File: src/rtl/fa_v1_pkg.sv
// Shared constants and helpers for the fa_v1 adder family.
// Elaboration-time only; no logic, no latency, no backpressure.
package fa_v1_pkg;

    localparam int FA_MIN_WIDTH = 1;
    localparam int FA_MAX_WIDTH = 64;

    function automatic bit width_ok(input int w);
        return (w >= FA_MIN_WIDTH) && (w <= FA_MAX_WIDTH);
    endfunction

endpackage

File: src/rtl/fa_v1_cell.sv
// 1-bit combinational full adder cell, the link of the ripple chain.
// Latency: 0 cycles (pure combinational).
// Backpressure: none.
module fa_cell (
    input  logic a,
    input  logic b,
    input  logic cin,
    output logic s,
    output logic cout
);

    logic p;

    assign p    = a ^ b;
    assign s    = p ^ cin;
    assign cout = (a & b) | (cin & p);

endmodule

File: src/rtl/fa_v1.sv
// Ripple-carry adder {carry, sum} = a + b + c_in with signed-overflow flag.
// Latency: 1 cycle when REGISTER_OUTPUT=1, otherwise combinational.
// Backpressure: none; accepts one add per cycle, out_valid follows in_valid.
module fa_v1
    import fa_v1_pkg::*;
#(
    parameter int WIDTH           = 1,
    parameter bit REGISTER_OUTPUT = 1'b1
) (
    input  logic             clk,
    input  logic             rst_n,
    output logic [WIDTH-1:0] sum,
    output logic             carry,
    output logic             ovf,
    output logic             out_valid,
    input  logic [WIDTH-1:0] a,
    input  logic [WIDTH-1:0] b,
    input  logic             c_in,
    input  logic             in_valid
);

    if (!width_ok(WIDTH)) begin : g_width_check
        $error("fa_v1: WIDTH must be in 1..64");
    end

    logic [WIDTH:0]   c;
    logic [WIDTH-1:0] s_comb;
    logic             ovf_comb;

    assign c[0] = c_in;

    for (genvar i = 0; i < WIDTH; i++) begin : g_bit
        fa_cell u_cell (
            .a    (a[i]),
            .b    (b[i]),
            .cin  (c[i]),
            .s    (s_comb[i]),
            .cout (c[i+1])
        );
    end

    // Carry into the MSB differs from carry out of it exactly on signed overflow.
    assign ovf_comb = c[WIDTH-1] ^ c[WIDTH];

    if (REGISTER_OUTPUT) begin : g_reg
        always_ff @(posedge clk) begin
            if (!rst_n) begin
                sum       <= '0;
                carry     <= 1'b0;
                ovf       <= 1'b0;
                out_valid <= 1'b0;
            end else begin
                out_valid <= in_valid;
                // Data registers only load on valid, so X on idle inputs is ignored.
                if (in_valid) begin
                    sum   <= s_comb;
                    carry <= c[WIDTH];
                    ovf   <= ovf_comb;
                end
            end
        end
    end else begin : g_comb
        logic unused_clk_rst;
        assign unused_clk_rst = clk ^ rst_n;
        assign sum       = s_comb;
        assign carry     = c[WIDTH];
        assign ovf       = ovf_comb;
        assign out_valid = in_valid;
    end

endmodule

File: config.mk
export PLATFORM = sky130hd
export DESIGN_NAME = fa_v1
export DESIGN_NICKNAME = d
export VERILOG_FILES = /design/src/rtl/fa_v1_pkg.sv /design/src/rtl/fa_v1_cell.sv /design/src/rtl/fa_v1.sv
export SDC_FILE = /design/constraint.sdc
export NUM_CORES = 1
export LEC_CHECK = 0
export BUFFER_PORTS_ARGS = -buffer_cell sky130_fd_sc_hd__clkbuf_2
export CAP_MARGIN = 15
export CORE_AREA = 2 2 39 41
export DETAILED_ROUTE_END_ITERATION = 12
export DIE_AREA = 0 0 41 43
export GPL_TIMING_DRIVEN = 0
export HOLD_SLACK_MARGIN = 0.06
export PLACE_DENSITY = 0.3
export SLEW_MARGIN = 20
export SYNTH_ARGS = -nofsm -noshare
export SYNTH_HDL_FRONTEND = slang
export SYNTH_SLANG_ARGS = --single-unit
File: constraint.sdc
create_clock -name clk -period 1.4 [get_ports clk]
set_input_delay 0.14 -clock clk [delete_from_list [all_inputs] [get_ports clk]]
set_output_delay 0.14 -clock clk [all_outputs]
set_load 0.05 [all_outputs]
==> out/qor.txt, run 1 <==
cell types with the largest area share after synthesis: sky130_fd_sc_hd__dfxtp_1 (50%), sky130_fd_sc_hd__fa_1 (13%), sky130_fd_sc_hd__mux2i_1 (13%), sky130_fd_sc_hd__nor2b_1 (7.9%), sky130_fd_sc_hd__xnor2_1 (5.5%)
Core Area: 0.00138 mm^2
cell depth of the worst flop-to-flop path: 2
TNS Setup: 0 ns
clock transition at the registers of the reported paths: 0.04 ns
initial core utilization: 11.5%
Routed WL per cell: 8.32 um
peak clock frequency supported by timing: 1030 MHz
Netlist cell types: 8
Rel. slew slack: 81.4%
critical path, cell by cell: clkbuf_2
Die Y-Extent: 43 um
WHS: 0.170 ns
synthesized instance count: 13
number of design rule violations left after detail routing: 0
proportion of netlist area held by the largest area contributor: 50.4%
antenna violations before repair: 0
cell with the biggest individual delay on the critical path: sky130_fd_sc_hd__dfxtp_1
Top Ports: 10
worst hold path depth: 3
RSZ-0062 raised after global routing: no
final number of setup-violating endpoints: 0
result of the run: completed
Commonest cells post-synth: sky130_fd_sc_hd__dfxtp_1 (4), sky130_fd_sc_hd__mux2i_1 (2), sky130_fd_sc_hd__nor2b_1 (2)
clock latency on the worst-skew pair: 0.23 ns
number of nets in the layout: 34
flop and latch count out of synthesis: 4
maximum number of pins on one net before global-route repair: 6
share of synthesized flip-flops with an asynchronous set or reset: 0%
top_reg_cell synth: sky130_fd_sc_hd__dfxtp_1
initial drt markers: 0
start point of the worst hold path: rst_n
count of max-cap constraint violations: 0
hold-fix buffer count after cts: 0
number of buffer and inverter instances along the worst setup path: 1
Seq/Total Area, Yosys: 50.4%
total length of routed wires: 341 um
total track usage: 6.44%
TritonCTS clock tree: built
routability cong.: 0.555
final clock period utilization by the worst path: 69.6%
layout cells sized above 1: 52.0%
CTS Sinks: 4
areal power density over the cells: 1370 mW/mm^2
floorplan row count: 14
total overflow reported by the global router: 0
minimum clock period: 0.975 ns
worst clock skew on the final layout: 0 ns
count of synthesis-stage warnings from yosys: 0
CP Launch Type: register
Critical Path Max Stage Delay: 0.32 ns
H-tree lvl count: 1
Port Buffers: 9
Avg Inst Size Synth: 12.2 um^2
total number of vias: 139
post-route insts no fill: 41
Slew Viols, Final: 0
CTS root buffer: sky130_fd_sc_hd__clkbuf_4
most area-hungry cell type in the Yosys netlist: sky130_fd_sc_hd__dfxtp_1
number of nets produced by synthesis: 20
remaining number of nets flagged by the antenna check after routing: 0
peak supply drop: 0.290 mV
final hold violations: 0
Pre-antenna DRT Iters: 1
CP Class: register to output port
global-route wire length before repair: 607 um
category of cells accounting for the largest share of critical-path delay: flip-flops
sort of element at the end of the critical path: output port
ant diodes: 0
clock buffers created by TritonCTS: 3
ratio of routed vias to standard cells: 3.39
Worst Max-Slew Pin Slew: 0.280 ns
destination of the worst register-to-register timing path: ovf
cell area after synthesis: 159 um^2
number of gates given a new drive strength after cts: 0
number of instances in the placed design: 38
Max Buffers Root-to-Sink: 2
arrival time reported for the critical path endpoint: 0.83 ns
horizontal die dimension: 41 um
hold-critical path endpoint: ovf
Data required, critical path: 1.26 ns
number of global-route vias before repair: 150
count of buffers added by post-CTS timing repair for setup: 0
count leader, synth: sky130_fd_sc_hd__dfxtp_1
number of synthesized flops with an enable pin: 0
die area: 0.00176 mm^2
area overhead of the layout relative to synthesis: 55.1%
FF-to-FF setup slack: 0.80 ns
worst reg2reg startpoint: ovf
standby leakage power: 0.116 nW
maximum fanout count along the critical path: 2
class of the worst hold path: input port to register
[worst max path at each step]
stage / slack, ns / cells past startpoint / from / to
floorplan: 0.48 / 3 / a / ovf
global placement: 0.35 / 4 / a / ovf
detailed placement: 0.34 / 4 / a / ovf
CTS: 0.40 / 1 / sum / sum
global route: 0.37 / 1 / sum / sum
finish: 0.43 / 1 / ovf / ovf
[area by class of cell]
class / instances / area (um^2)
clock buffers: 3 / 22.5
fillers: 158 / 1140
repair buffers: 9 / 45.0
multi-input cells: 9 / 78.8
flip-flops and latches: 4 / 80.1
well taps: 16 / 20.0
[state kept, by name, summed over array words and instances (netlist names)]
| name | cells |
|---|---|
| out_valid | 1 |
| ovf | 1 |
| carry | 1 |
| sum | 1 |
[layer usage]
metal  routed length, um  part of all wire (%)  global-route usage, %  vias up
met5                   0                     0                      0        -
met1                 164                    48                   7.44       59
met3                  52                    15                   6.28        2
met2                 118                    35                   5.31       10
li1                    -                     -                      -       68
met4                   5                   1.5                   8.00        0
[cell families (layout without fill, tap and decap cells)]
family / after synthesis / count (layout) / share of synthesized area (%)
mux: 2 / 2 / 12.6
buf+inv: 0 / 12 / 0
compound gates: 2 / 2 / 6.29
xor+xnor: 1 / 1 / 5.51
flops: 4 / 4 / 50.4
simple gates: 3 / 3 / 12.6
fa+ha+maj: 1 / 1 / 12.6
[placed cells by master, fill, tap and decap left out]
cell and instances:
sky130_fd_sc_hd__a21oi_1 1, sky130_fd_sc_hd__nor2b_1 2, sky130_fd_sc_hd__mux2i_1 2, sky130_fd_sc_hd__clkbuf_4 3, sky130_fd_sc_hd__xnor2_1 1, sky130_fd_sc_hd__fa_1 1
sky130_fd_sc_hd__clkbuf_2 9, sky130_fd_sc_hd__o21ai_0 1, sky130_fd_sc_hd__dfxtp_1 4, sky130_fd_sc_hd__and2_2 1
[power breakdown]
part | leakage (nW) | internal [mW] | switching, mW | total, mW
combinational | 0.0694 | 0.0230 | 0.0474 | 0.0704
sequential | 0.0332 | 0.123 | 0.00392 | 0.127
clock | 0.0138 | 0.0956 | 0.0431 | 0.139
total | 0.116 | 0.242 | 0.0944 | 0.336
[per-stage QoR]
stage	area, um^2	worst slack (ns)	power, mW	util [%]
2_1_floorplan	159	0.482	0.177	-
3_3_place_gp	224	0.349	0.199	16.2
3_5_place_dp	224	0.340	0.200	16.2
4_1_cts	246	0.405	0.349	17.8
5_1_grt	246	0.371	0.366	17.8
6_report	246	0.425	0.336	17.8
[worst reg2reg max path: cells and delay by family, from the launching register on]
kind	cells	cell delay, ns
AOI/OAI and AO/OA	2	0.18
DFF	1	0.30
Note: power is estimated with default switching activity, not from simulation.
==> run 2: changes to the inputs <==
--- a/config.mk
+++ b/config.mk
@@ -5,6 +5,7 @@
 export SDC_FILE = /design/constraint.sdc
 export NUM_CORES = 1
 export LEC_CHECK = 0
+export ABC_AREA = 1
 export BUFFER_PORTS_ARGS = -buffer_cell sky130_fd_sc_hd__clkbuf_2
 export CAP_MARGIN = 15
 export CORE_AREA = 2 2 39 41
==> constraint.sdc (replaced) <==
create_clock -name clk -period 1 [get_ports clk]
set_input_delay 0.1 -clock clk [delete_from_list [all_inputs] [get_ports clk]]
set_output_delay 0.1 -clock clk [all_outputs]
set_load 0.05 [all_outputs]
==> run 2 against run 1 <==
Die area is the same. Synthesized cell count up 54%. Design area up 3.0%. Cell count is 17% higher. Combinational power rose by 37%. Clock skew stayed put. Flip-flop and latch count is the same. Global-route usage decreased by 1.2 points. Critical path depth stayed put. Utilization increased by 0.54 points. Largest cell class unchanged.
==> out/qor.txt, run 2 <==
post-route cell area: 254 um^2
top library cells by usage in the layout, fill and taps aside: sky130_fd_sc_hd__clkbuf_2 (9), sky130_fd_sc_hd__inv_1 (5), sky130_fd_sc_hd__nand2_1 (4), sky130_fd_sc_hd__dfxtp_1 (4), sky130_fd_sc_hd__clkbuf_4 (3)
floorplan row count: 14
most frequent standard cell in the layout excluding fill and tap cells: sky130_fd_sc_hd__clkbuf_2
final clock period utilization by the worst path: 93.3%
share of synthesized flip-flops with an asynchronous set or reset: 0%
CTS root buffer: sky130_fd_sc_hd__clkbuf_4
worst clock skew on the final layout: 0 ns
area overhead of the layout relative to synthesis: 52.6%
count of synthesis-stage warnings from yosys: 0
arrival time reported for the critical path endpoint: 0.83 ns
ratio of routed vias to standard cells: 3.42
number of synthesized flops with an enable pin: 0
horizontal die dimension: 41 um
clock buffers created by TritonCTS: 3
flip-flop and latch area: 80.1 um^2
H-tree lvl count: 1
peak supply drop: 0.439 mV
clock transition at the registers of the reported paths: 0.04 ns
count leader, synth: sky130_fd_sc_hd__inv_1
number of design rule violations left after detail routing: 0
standby leakage power: 0.143 nW
total overflow reported by the global router: 0
count of buffers added by post-CTS timing repair for setup: 0
post-synthesis adder-cell area fraction: 12.0%
initial core utilization: 12.0%
main combinational cell family by area after synthesis: compound AO/OA/AOI/OAI gates
dpl ws: 0.0170 ns
Pre-antenna DRT Iters: 2
final number of setup-violating endpoints: 0
worst reg2reg startpoint: ovf
hold-fix buffer count after cts: 0
total power consumption of the routed design: 0.475 mW
remaining number of nets flagged by the antenna check after routing: 0
post-synthesis mux area share: 0%
initial drt markers: 3
Top Ports: 10
total of fill cells in the finished design: 162
Final HPWL DP: 289 um
critical path, cell by cell: clkbuf_2
cell area after synthesis: 166 um^2
number of nets produced by synthesis: 27
total track usage: 5.23%
Max Buffers Root-to-Sink: 2
class of the worst hold path: input port to register
flop and latch count out of synthesis: 4
Netlist cell types: 9
area used by multi-input combinational logic: 67.6 um^2
start point of the worst hold path: rst_n
minimum clock period: 0.933 ns
CTS Sinks: 4
WHS: 0.0963 ns
final hold violations: 0
compound-gate portion of the synthesized area: 16.5%
number of nets in the layout: 41
Data required, critical path: 0.90 ns
number of global-route vias before repair: 164
maximum number of pins on one net before global-route repair: 8
Routed WL per cell: 7.48 um
cell types with the largest area share after synthesis: sky130_fd_sc_hd__dfxtp_1 (48%), sky130_fd_sc_hd__fa_1 (12%), sky130_fd_sc_hd__inv_1 (11%), sky130_fd_sc_hd__nand2_1 (9.0%), sky130_fd_sc_hd__a21oi_1 (6.0%)
Worst Max-Slew Pin Slew: 0.280 ns
Port Buffers: 9
hold-critical path endpoint: out_valid
total number of vias: 164
peak clock frequency supported by timing: 1070 MHz
routability cong.: 0.628
result of the run: completed
antenna violations before repair: 0
count of max-cap constraint violations: 0
Slew Viols, Final: 0
Post-DP Area: 231 um^2
simple-gate share of the synthesized area: 12.0%
worst hold path depth: 3
maximum fanout count along the critical path: 2
Rel. slew slack: 81.4%
Critical Path Max Stage Delay: 0.32 ns
ant diodes: 0
CP Launch Type: register
cell depth of the worst flop-to-flop path: 3
Avg Inst Size Synth: 8.32 um^2
Die Y-Extent: 43 um
TritonCTS clock tree: built
number of buffer and inverter instances along the worst setup path: 1
layout cells sized above 1: 37.5%
TNS Setup: 0 ns
synthesized instance count: 20
share of the synthesized netlist area taken by xor and xnor gates: 0%
clock latency on the worst-skew pair: 0.23 ns
Seq/Total Area, Yosys: 48.1%
top_reg_cell synth: sky130_fd_sc_hd__dfxtp_1
proportion of netlist area held by the largest area contributor: 48.1%
Commonest cells post-synth: sky130_fd_sc_hd__inv_1 (5), sky130_fd_sc_hd__dfxtp_1 (4), sky130_fd_sc_hd__nand2_1 (4), sky130_fd_sc_hd__a21oi_1 (2)
cell with the biggest individual delay on the critical path: sky130_fd_sc_hd__dfxtp_1
total length of routed wires: 359 um
least setup slack across all paths after layout: 0.0673 ns
sort of element at the end of the critical path: output port
category of cells accounting for the largest share of critical-path delay: flip-flops
die area: 0.00176 mm^2
RSZ-0062 raised after global routing: no
destination of the worst register-to-register timing path: ovf
Core Area: 0.00138 mm^2
areal power density over the cells: 1870 mW/mm^2
FF-to-FF setup slack: 0.35 ns
CP Class: register to output port
number of gates given a new drive strength after cts: 0
most area-hungry cell type in the Yosys netlist: sky130_fd_sc_hd__dfxtp_1
global-route wire length before repair: 572 um
-- run 2: cells by family (layout without fill, tap and decap cells) --
kind of cell,Yosys count,after routing
AOI/OAI and AO/OA,5,5
adders and majority gates,1,1
buffers and inverters,5,17
DFF,4,4
and+or+nand+nor,5,5
-- run 2: how the worst max path moves through the flow --
stage	start	end	slack (ns)	cells after the start
2_1_floorplan	sum	sum	0.06	2
3_3_place_gp	a	ovf	0.03	7
3_5_place_dp	a	ovf	0.02	7
4_1_cts	ovf	ovf	0.05	1
5_1_grt	ovf	ovf	0.02	1
6_report	ovf	ovf	0.07	1
-- run 2: cell type report --
type                            instances  area share, %
Sequential cell                         4           31.5
Clock buffer                            3           8.87
Tap cell                               16           7.88
Inverter                                5           7.39
Timing Repair Buffer                    9           17.7
Multi-Input combinational cell         11           26.6
-- run 2: stage by stage --
stage	util, %	std cells
floorplan	-	20
global placement	16.7	45
detailed placement	16.7	45
CTS	18.4	48
global route	18.4	48
finish	18.4	48
-- run 2: where the power goes --
part           switching, mW  total [mW]  leakage [nW]  internal [mW]
Combinational         0.0685      0.0961        0.0963         0.0276
Sequential           0.00469       0.177        0.0333          0.172
Clock                 0.0676       0.202        0.0138          0.134
Total                  0.141       0.475         0.143          0.334
-- run 2: layer usage --
layer	GRT usage [%]	routed length, um	vias to the layer above
li1	-	-	86
met1	5.48	163	72
met2	6.25	158	6
met3	3.14	37	0
met4	6.00	0	0
met5	0	0	-
==> run 3: changes to the inputs <==
--- a/config.mk
+++ b/config.mk
@@ -11,8 +11,8 @@
 export CORE_AREA = 2 2 39 41
 export DETAILED_ROUTE_END_ITERATION = 12
 export DIE_AREA = 0 0 41 43
-export GPL_TIMING_DRIVEN = 0
 export HOLD_SLACK_MARGIN = 0.06
+export MAX_ROUTING_LAYER = met4
 export PLACE_DENSITY = 0.3
 export SLEW_MARGIN = 20
 export SYNTH_ARGS = -nofsm -noshare
==> run 3 against run 2 <==
Global-route usage increased by 0.95 points. Total power decreased by 0.90%. Utilization unchanged. Via count increased by 0.61%. Critical endpoint unchanged. Largest cell class unchanged.
==> out/qor.txt, run 3 (same netlist as run 2, synthesis figures left out) <==
result of the run: completed
initial drt markers: 1
count of max-cap constraint violations: 0
maximum fanout count along the critical path: 2
CP Launch Type: register
number of nets in the layout: 41
met2 Use GR: 7.19%
start point of the worst hold path: rst_n
number of gates given a new drive strength after cts: 0
total number of vias: 165
Slew Viols, Final: 0
antenna violations before repair: 0
WHS: 0.101 ns
least setup slack across all paths after layout: 0.0634 ns
minimum clock period: 0.937 ns
Core Area: 0.00138 mm^2
post-route insts no fill: 48
cell with the biggest individual delay on the critical path: sky130_fd_sc_hd__dfxtp_1
arrival time reported for the critical path endpoint: 0.84 ns
peak clock frequency supported by timing: 1070 MHz
hold-critical path endpoint: out_valid
CTS Sinks: 4
global-route wire length before repair: 627 um
critical path, cell by cell: clkbuf_2
final hold violations: 0
total track usage: 6.18%
CP Class: register to output port
hold-fix buffer count after cts: 0
worst clock skew on the final layout: 0 ns
cell depth of the worst flop-to-flop path: 3
Rel. slew slack: 81.3%
Top Ports: 10
die area: 0.00176 mm^2
area overhead of the layout relative to synthesis: 52.6%
Util after Layout: 18.4%
Worst Max-Slew Pin Slew: 0.281 ns
most frequent standard cell in the layout excluding fill and tap cells: sky130_fd_sc_hd__clkbuf_2
number of design rule violations left after detail routing: 0
Routed WL per cell: 7.73 um
FF-to-FF setup slack: 0.35 ns
Max Buffers Root-to-Sink: 2
remaining number of nets flagged by the antenna check after routing: 0
top library cells by usage in the layout, fill and taps aside: sky130_fd_sc_hd__clkbuf_2 (9), sky130_fd_sc_hd__inv_1 (5), sky130_fd_sc_hd__nand2_1 (4), sky130_fd_sc_hd__dfxtp_1 (4), sky130_fd_sc_hd__clkbuf_4 (3)
number of buffer and inverter instances along the worst setup path: 1
maximum number of pins on one net before global-route repair: 8
met3 track demand over resource in global routing: 7.33%
Critical Path Max Stage Delay: 0.33 ns
count of buffers added by post-CTS timing repair for setup: 0
clock transition at the registers of the reported paths: 0.04 ns
peak supply drop: 0.521 mV
Port Buffers: 9
layout cells sized above 1: 37.5%
worst reg2reg startpoint: ovf
Final HPWL DP: 297 um
horizontal die dimension: 41 um
final clock period utilization by the worst path: 93.7%
Die Y-Extent: 43 um
GRT met1 Usage: 4.52%
destination of the worst register-to-register timing path: ovf
clock buffers created by TritonCTS: 3
total length of routed wires: 371 um
initial core utilization: 12.0%
ratio of routed vias to standard cells: 3.44
total overflow reported by the global router: 0
TritonCTS clock tree: built
clock latency on the worst-skew pair: 0.23 ns
final number of setup-violating endpoints: 0
number of instances in the placed design: 45
most utilized layer in the global route result: met3
CTS root buffer: sky130_fd_sc_hd__clkbuf_4
Pre-antenna DRT Iters: 2
floorplan row count: 14
H-tree lvl count: 1
number of global-route vias before repair: 174
areal power density over the cells: 1850 mW/mm^2
standby leakage power: 0.143 nW
ant diodes: 0
routability cong.: 0.667
category of cells accounting for the largest share of critical-path delay: flip-flops
total power consumption of the routed design: 0.471 mW
worst hold path depth: 3
post-route cell area: 254 um^2
class of the worst hold path: input port to register
total of fill cells in the finished design: 158
TNS Setup: 0 ns
Post-DP Area: 231 um^2
RSZ-0062 raised after global routing: no
sort of element at the end of the critical path: output port
dpl ws: 0.0264 ns
Data required, critical path: 0.90 ns
run 3: worst max-delay path by stage:
stage	start	endpoint	slack (ns)	depth (start not counted)
global placement	a	ovf	0.03	7
global route	carry	carry	0.02	1
detailed placement	a	ovf	0.03	7
finish	ovf	ovf	0.06	1
floorplan	sum	sum	0.06	2
CTS	ovf	ovf	0.05	1
run 3: per-layer routing:
layer,part of all wire (%),routed length (um)
met1,40,148
met2,44,162
met3,16,59
met4,0,0
met5,0,0
run 3: layout make-up:
class / instances / area [um^2] / share of cell area, %
clock buffers: 3 / 22.5 / 8.87
inverters: 5 / 18.8 / 7.39
flip-flops and latches: 4 / 80.1 / 31.5
well taps: 16 / 20.0 / 7.88
repair buffers: 9 / 45.0 / 17.7
multi-input cells: 11 / 67.6 / 26.6
run 3: power breakdown:
group	internal, mW	switching [mW]	total, mW
Combinational	0.0276	0.0686	0.0961
Sequential	0.172	0.00506	0.177
Clock	0.134	0.0631	0.197
Total	0.334	0.137	0.471
run 3: worst reg2reg max path, cell delays in order (launching register included):
cell and delay (ns):
sky130_fd_sc_hd__dfxtp_1 0.30, sky130_fd_sc_hd__o21a_1 0.16, sky130_fd_sc_hd__nand2_1 0.06, sky130_fd_sc_hd__inv_1 0.03
